### config.mk
export PLATFORM = sky130hd
export DESIGN_NAME = seg_display_scan_flat
export DESIGN_NICKNAME = d
export VERILOG_FILES = /design/src/rtl/seg_display_scan_if.sv /design/src/rtl/seg_display_scan.sv /design/src/flat_wrapper.sv
export SDC_FILE = /design/constraint.sdc
export NUM_CORES = 1
export LEC_CHECK = 0
export ABC_AREA = 1
export BUFFER_PORTS_ARGS = -buffer_cell sky130_fd_sc_hd__buf_2
export CAP_MARGIN = 20
export CORE_MARGIN = 1.5
export CORE_UTILIZATION = 50
export CTS_BUF_LIST = sky130_fd_sc_hd__clkbuf_8
export DETAILED_ROUTE_END_ITERATION = 7
export GPL_TIMING_DRIVEN = 0
export PLACE_DENSITY = 0.74
export SLEW_MARGIN = 10
export SYNTH_ARGS = -nofsm -noshare
export SYNTH_HDL_FRONTEND = slang
export SYNTH_SLANG_ARGS = --single-unit
export TNS_END_PERCENT = 10
### constraint.sdc
create_clock -name clk -period 4.8 [get_ports clk]
set_clock_uncertainty 0.2 [all_clocks]
set_input_delay 0.96 -clock clk [delete_from_list [all_inputs] [get_ports clk]]
set_output_delay 0.96 -clock clk [all_outputs]
set_load 0.02 [all_outputs]
### src/rtl/seg_display_scan_if.sv
// ---------------------------------------------------------------------------
// seg_display_scan_if
//   Bundles the value/load side and the display pin side of the
//   seg_display_scan driver so that the driver and its user share one port.
//
//   Signals
//     value       32  display value, digit i = value[4i+3:4i]
//     load         1  single-cycle capture strobe
//     dp_mask      8  per-digit decimal point enable
//     blank_mask   8  per-digit forced blank
//     busy         1  captured value waiting for the next frame boundary
//     frame_done   1  one-cycle pulse after digit 7's slot ends
//     seg_sel      8  active-low digit enables
//     seg_data     8  active-low segments, bit0=a .. bit6=g, bit7=dp
//
//   Modports
//     master : drives value/load/masks, observes the display outputs
//     slave  : the display driver itself
// ---------------------------------------------------------------------------
interface seg_display_scan_if;
  logic [31:0] value;
  logic        load;
  logic [7:0]  dp_mask;
  logic [7:0]  blank_mask;
  logic        busy;
  logic        frame_done;
  logic [7:0]  seg_sel;
  logic [7:0]  seg_data;

  modport master (
    output value,
    output load,
    output dp_mask,
    output blank_mask,
    input  busy,
    input  frame_done,
    input  seg_sel,
    input  seg_data
  );

  modport slave (
    input  value,
    input  load,
    input  dp_mask,
    input  blank_mask,
    output busy,
    output frame_done,
    output seg_sel,
    output seg_data
  );
endinterface

### src/rtl/seg_display_scan.sv
// ---------------------------------------------------------------------------
// seg_display_scan
//   Multiplexed 8-digit 7-segment driver. One digit is lit per slot of
//   SCAN_DIV clocks; the first BLANK_CYCLES clocks of each slot keep every
//   digit deselected so the previous digit's segments cannot ghost onto the
//   next one. A new value is captured on load into a pending buffer and only
//   copied into the displayed (shadow) registers when digit 7's slot ends, so
//   a frame never mixes two values.
//
//   Ports
//     clk    : system clock
//     reset  : synchronous, active-high; clears all state
//     bus    : seg_display_scan_if.slave (value/load/masks in,
//              busy/frame_done/seg_sel/seg_data out, all outputs registered)
//
//   Parameters
//     SCAN_DIV     : clocks per digit slot, 2 .. 2^20
//     BLANK_CYCLES : blanked clocks at the start of each slot, < SCAN_DIV
//     LZ_SUPPRESS  : 1 = blank leading zero digits (digit 0 always shown)
// ---------------------------------------------------------------------------
module seg_display_scan #(
  parameter int unsigned SCAN_DIV     = 50000,
  parameter int unsigned BLANK_CYCLES = 500,
  parameter bit          LZ_SUPPRESS  = 1'b0
) (
  input  logic                clk,
  input  logic                reset,
  seg_display_scan_if.slave   bus
);

  // 20 bits covers the largest legal SCAN_DIV-1 (2^20-1).
  localparam int unsigned   PW          = 20;
  localparam logic [PW-1:0] PRESC_LAST  = PW'(SCAN_DIV - 1);
  localparam logic [PW-1:0] PRESC_BLANK = PW'(BLANK_CYCLES);

  // Active-low hex font for segments a..g (bit7/dp is added by the caller).
  function automatic logic [6:0] hex7(input logic [3:0] nib);
    logic [6:0] seg;
    case (nib)
      4'h0:    seg = 7'h40;
      4'h1:    seg = 7'h79;
      4'h2:    seg = 7'h24;
      4'h3:    seg = 7'h30;
      4'h4:    seg = 7'h19;
      4'h5:    seg = 7'h12;
      4'h6:    seg = 7'h02;
      4'h7:    seg = 7'h78;
      4'h8:    seg = 7'h00;
      4'h9:    seg = 7'h10;
      4'hA:    seg = 7'h08;
      4'hB:    seg = 7'h03;
      4'hC:    seg = 7'h46;
      4'hD:    seg = 7'h21;
      4'hE:    seg = 7'h06;
      4'hF:    seg = 7'h0E;
      default: seg = 7'h7F;
    endcase
    return seg;
  endfunction

  // Scan counters
  logic [PW-1:0] r_presc;
  logic [2:0]    r_digit;

  // Pending buffer (filled by load) and shadow registers (what is displayed)
  logic [31:0]   r_pend_value;
  logic [7:0]    r_pend_dp;
  logic [7:0]    r_pend_blank;
  logic          r_pending;
  logic [31:0]   r_shadow_value;
  logic [7:0]    r_shadow_dp;
  logic [7:0]    r_shadow_blank;

  // Registered outputs
  logic          r_frame_done;
  logic [7:0]    r_seg_sel;
  logic [7:0]    r_seg_data;

  // Combinational helpers
  logic          w_tick;
  logic          w_wrap;
  logic          w_blank_phase;
  logic [3:0]    w_nibble;
  logic [7:0]    w_zero_from;
  logic          w_zero_acc;
  logic [7:0]    w_sel;
  logic [7:0]    w_seg_code;

  assign w_tick        = (r_presc == PRESC_LAST);
  assign w_wrap        = w_tick && (r_digit == 3'd7);
  assign w_blank_phase = (r_presc < PRESC_BLANK);
  assign w_nibble      = r_shadow_value[{r_digit, 2'b00} +: 4];
  assign w_sel         = ~(8'h01 << r_digit);

  // w_zero_from[i] = nibbles i..7 of the shadow value are all zero
  always_comb begin
    w_zero_from = 8'h00;
    w_zero_acc  = 1'b1;
    for (int i = 7; i >= 0; i--) begin
      w_zero_acc     = w_zero_acc && (r_shadow_value[i*4 +: 4] == 4'h0);
      w_zero_from[i] = w_zero_acc;
    end
  end

  // Segment pattern for the digit currently being scanned
  always_comb begin
    w_seg_code = 8'hFF;
    if (r_shadow_blank[r_digit]) begin
      w_seg_code = 8'hFF;
    end else if (LZ_SUPPRESS && (r_digit != 3'd0) && w_zero_from[r_digit]) begin
      // Suppressed leading zero keeps its decimal point.
      w_seg_code = {~r_shadow_dp[r_digit], 7'h7F};
    end else begin
      w_seg_code = {~r_shadow_dp[r_digit], hex7(w_nibble)};
    end
  end

  // Slot prescaler and digit index
  always_ff @(posedge clk) begin
    if (reset) begin
      r_presc <= 20'd0;
      r_digit <= 3'd0;
    end else if (w_tick) begin
      r_presc <= 20'd0;
      r_digit <= r_digit + 3'd1;
    end else begin
      r_presc <= r_presc + 20'd1;
      r_digit <= r_digit;
    end
  end

  // Frame-done pulse on the cycle after the digit-7 tick
  always_ff @(posedge clk) begin
    if (reset) begin
      r_frame_done <= 1'b0;
    end else begin
      r_frame_done <= w_wrap;
    end
  end

  // Load capture into the pending buffer and hand-over to shadow at wrap
  always_ff @(posedge clk) begin
    if (reset) begin
      r_pend_value   <= 32'h0000_0000;
      r_pend_dp      <= 8'h00;
      r_pend_blank   <= 8'h00;
      r_pending      <= 1'b0;
      r_shadow_value <= 32'h0000_0000;
      r_shadow_dp    <= 8'h00;
      r_shadow_blank <= 8'h00;
    end else if (w_wrap) begin
      r_pending <= 1'b0;
      if (bus.load) begin
        // A load on the wrap tick bypasses (and discards) the pending buffer.
        r_shadow_value <= bus.value;
        r_shadow_dp    <= bus.dp_mask;
        r_shadow_blank <= bus.blank_mask;
      end else if (r_pending) begin
        r_shadow_value <= r_pend_value;
        r_shadow_dp    <= r_pend_dp;
        r_shadow_blank <= r_pend_blank;
      end else begin
        r_shadow_value <= r_shadow_value;
        r_shadow_dp    <= r_shadow_dp;
        r_shadow_blank <= r_shadow_blank;
      end
    end else if (bus.load) begin
      // Later loads in the same frame overwrite earlier ones.
      r_pend_value <= bus.value;
      r_pend_dp    <= bus.dp_mask;
      r_pend_blank <= bus.blank_mask;
      r_pending    <= 1'b1;
    end else begin
      r_pending <= r_pending;
    end
  end

  // Pin drivers, registered one cycle behind the counters
  always_ff @(posedge clk) begin
    if (reset) begin
      r_seg_sel  <= 8'hFF;
      r_seg_data <= 8'hFF;
    end else if (w_blank_phase) begin
      r_seg_sel  <= 8'hFF;
      r_seg_data <= 8'hFF;
    end else begin
      r_seg_sel  <= w_sel;
      r_seg_data <= w_seg_code;
    end
  end

  assign bus.busy       = r_pending;
  assign bus.frame_done = r_frame_done;
  assign bus.seg_sel    = r_seg_sel;
  assign bus.seg_data   = r_seg_data;

endmodule

### src/flat_wrapper.sv
// flat-port wrapper written by rule: the top's interface ports become plain ports
module seg_display_scan_flat 
#(
  parameter int unsigned SCAN_DIV     = 50000,
  parameter int unsigned BLANK_CYCLES = 500,
  parameter bit          LZ_SUPPRESS  = 1'b0
)
  (clk, reset, bus_value, bus_load, bus_dp_mask, bus_blank_mask, bus_busy, bus_frame_done, bus_seg_sel, bus_seg_data);
  seg_display_scan_if bus_i ();
  input  logic clk;
  input  logic reset;
  input wire logic [$bits(bus_i.value)-1:0] bus_value;
  input wire logic [$bits(bus_i.load)-1:0] bus_load;
  input wire logic [$bits(bus_i.dp_mask)-1:0] bus_dp_mask;
  input wire logic [$bits(bus_i.blank_mask)-1:0] bus_blank_mask;
  output wire logic [$bits(bus_i.busy)-1:0] bus_busy;
  output wire logic [$bits(bus_i.frame_done)-1:0] bus_frame_done;
  output wire logic [$bits(bus_i.seg_sel)-1:0] bus_seg_sel;
  output wire logic [$bits(bus_i.seg_data)-1:0] bus_seg_data;
  assign bus_i.value = bus_value;
  assign bus_i.load = bus_load;
  assign bus_i.dp_mask = bus_dp_mask;
  assign bus_i.blank_mask = bus_blank_mask;
  assign bus_busy = bus_i.busy;
  assign bus_frame_done = bus_i.frame_done;
  assign bus_seg_sel = bus_i.seg_sel;
  assign bus_seg_data = bus_i.seg_data;
  seg_display_scan #(.SCAN_DIV(SCAN_DIV), .BLANK_CYCLES(BLANK_CYCLES), .LZ_SUPPRESS(LZ_SUPPRESS)) u_core (.clk(clk), .reset(reset), .bus(bus_i));
endmodule
==> summary.md <==
| Metric | Value |
|---|---|
| Layout cells sized above 1 | 19.9% |
| Number of top-level pins | 69 |
| CTS sink count | 137 |
| Max Buffers Root-to-Sink | 2 |
| Clk pin slew, worst setup/hold paths | 70 ps |
| Peak VDD IR | 0.194 mV |
| Sw Pwr | 0.529 mW |
| Static leakage | 3.54 nW |
| P per Cell Area | 296 mW/mm² |
| Primary FF master, synth | dfxtp_1 |
| PortBufs | 66 |
| Final setup violation count | 0 |
| Net count after synthesis | 1,002 |
| Met1 wire length | 7490 µm |
| Setup bufs post-CTS | 0 |
| Critical path endpoint category | register |
| DR vias | 6,207 |
| Met3 Wirelength | 877 µm |
| Unrepaired setup endpoints after global routing | false |
| # DRC | 0 |
| Total Nets Final | 1,087 |
| Hold Crit Class | register to register |
| Cell area after synthesis | 0.00670 mm² |
| Most used cell, CP | nand3_1 |
| CP max stage cell | clkbuf_1 |
| Critical path cell sequence | inv_1 -> clkbuf_1 -> nand3_1 -> nand3_1 -> nand2_1 -> ha_1 -> nand3b_1 -> nand3_1 -> nand3_1 |
| First-pass GRT wire length | 26,300 µm |
| Synth top area share | 40.9% |
| Fin. max-slew vios | 0 |
| Die H | 119 µm |
| Die area | 0.0141 mm² |
| Inserted Diodes | 0 |
| DP Wirelength | 11,400 µm |
| Delay-heaviest family, CP | simple AND/OR/NAND/NOR gates |
| Hold buffer count at cts | 0 |
| Maxcap violations | 0 |
| Final hold vios | 0 |
| Rows | 42 |
| Arrival time at the worst endpoint | 2730 ps |
| Critical Path Source Type | register |
| Tcrit/Tclk final | 54.3% |
| Worst Path Required | 4920 ps |
| CTS tree | built |
| F_max | 0.384 GHz |
| Met2 routed WL | 7270 µm |
| Worst-skew pair later-pin latency | 460 ps |
| Cell count after synthesis | 939 |
| Cts bufs inserted | 17 |
| Initial antenna violation count | 0 |
| Vias in the first global route | 5,592 |
| Area grow syn2layout | 14.1% |
| Seq/Total Area, Yosys | 40.9% |
| Status | finished clean |
| Slew margin rel. | 58.1% |
| Grt total ovfl | 0 |
| Distinct cells, synth | 29 |
| Synth Register Bits | 137 |
| Crit path time final | 2610 ps |
| Int Pwr | 1.74 mW |
| Sum Neg Setup Slack | 0 ps |
| Post_cts resized | 0 |
| Wire per inst | 13.2 µm |
| Pre-antenna DRT Iters | 6 |
| Commonest cells after routing, fill and taps aside | 263 x nand2_1, 137 x dfxtp_1, 110 x nor2_1 |
| GP Congestion | 0.877 |
| CTS root buf | clkbuf_8 |
| Die W | 119 µm |
| Worst Path Buf+Inv | 2 |
| Clock power share | 41.4% |
| Max incr delay on CP | 520 ps |
| Comb power frac | 6.8% |
| Initial core utilization | 51.0% |
| DRT antenna net count | 0 |
| Worst Tran Pin Value | 629 ps |
| Yosys warnings | 0 |
| DRT Wirelength | 16,000 µm |
| Vias per inst | 5.12 |
| Synth area leader | dfxtp_1 |
| Ys async rst share | 0% |
| Crit Path Max Fanout | 11 |
| Placed Area | 0.00725 mm² |
| CTS HTree Levels | 4 |
| CP Class | register to register |
| EDFF count, synth | 0 |
| Syn avg cell area | 7.14 µm² |
| Commonest non-fill, non-tap cell in the layout | nand2_1 |
| Final instance area | 0.00765 mm² |
| Gr usage total | 23.3% |
| Core Area | 0.0131 mm² |
| Top routing layer used | met4 |
| Drt first-iter violations | 445 |
| Switching share of total power | 23.3% |
| Synth area leaders | dfxtp_1 41%, nand2_1 15%, mux2_2 8.1% |
| Sequential power share | 51.8% |
| Largest net degree at the start of global routing | 17 |
## cells by family (layout without fill, tap and decap cells)
| kind of cell | Yosys count | after routing | synth area share [%] |
|---|---|---|---|
| xor+xnor | 4 | 4 | 0.523 |
| mux | 48 | 48 | 8.06 |
| flops | 137 | 137 | 40.9 |
| fa+ha+maj | 12 | 12 | 2.24 |
| buf+inv | 131 | 229 | 8.49 |
| compound gates | 83 | 83 | 6.42 |
| simple gates | 524 | 524 | 33.4 |
## synthesized netlist by cell type (all sizes together) (2+ instances only)
cell type,count
a21oi,64
buf,22
clkbuf,29
dfxtp,137
ha,12
inv,79
mux2,48
nand2,265
nand3,98
nand3b,3
nand4,8
nor2,140
nor3,6
o211ai,5
o21ai,13
or2,2
xor2,3
## sequential cells by signal, summed over array words and instances (netlist names)
register,count
u_core.r_pend_dp,8
u_core.bus.frame_done,1
u_core.r_digit,3
u_core.r_presc,20
u_core.bus.seg_sel,8
u_core.r_shadow_dp,8
u_core.r_shadow_value,32
u_core.bus.seg_data,8
u_core.r_shadow_blank,8
u_core.r_pend_blank,8
u_core.r_pend_value,32
u_core.bus.busy,1
## path summary, 6_finish.rpt
path                                                     start                           endpoint  slack (ps)  depth (start not counted)
worst min register to register    u_core.r_presc[0]$_SDFF_PP0_       u_core.r_presc[0]$_SDFF_PP0_         250                          1
worst max-delay path            u_core.r_digit[1]$_SDFFE_PP0P_  u_core.bus.seg_data[0]$_SDFF_PP1_        2190                          9
worst max register to register  u_core.r_digit[1]$_SDFFE_PP0P_  u_core.bus.seg_data[0]$_SDFF_PP1_        2190                          9
worst min-delay path              u_core.r_presc[0]$_SDFF_PP0_       u_core.r_presc[0]$_SDFF_PP0_         250                          1
## routing by layer
metal | global-route usage, % | up-vias
met5 | 0 | -
li1 | - | 3161
met1 | 31.0 | 2856
met3 | 5.50 | 29
met4 | 8.66 | 0
met2 | 37.0 | 161
## cell type report
type                       count  area, µm²
tap                          176        220
fill                        1273       5490
sequential                   137       2740
clock buffer                  21        289
clock inverter                11        104
multi-input combinational    671       3390
buffer                        51        269
timing repair buffer          66        330
inverter                      80        300
## power groups by stage
stage,clock network [mW],logic (mW),registers (mW)
after detailed placement,0,0.154,1.20
after global routing,1.00,0.170,1.18
after CTS,0.950,0.155,1.17
after floorplan,0,0.102,1.20
final,0.938,0.155,1.17
after global placement,0,0.152,1.20
## stage by stage
stage	instances	setup WS [ps]	hold slack [ps]	total power [mW]	util (%)
after floorplan	939	2540	218	1.30	-
after global routing	1213	2010	278	2.35	58.2
after detailed placement	1181	2090	237	1.35	55.2
after global placement	1181	2080	226	1.35	55.2
after CTS	1213	2230	253	2.28	58.2
final	1213	2190	251	2.27	58.2
## worst register-to-register path, delay by kind of cell (launching register included)
kind	cells	cell delay, ps
fa+ha+maj	1	270
buf+inv	2	770
flops	1	350
simple gates	6	880
No activity file was read; power rests on OpenSTA's default activity.
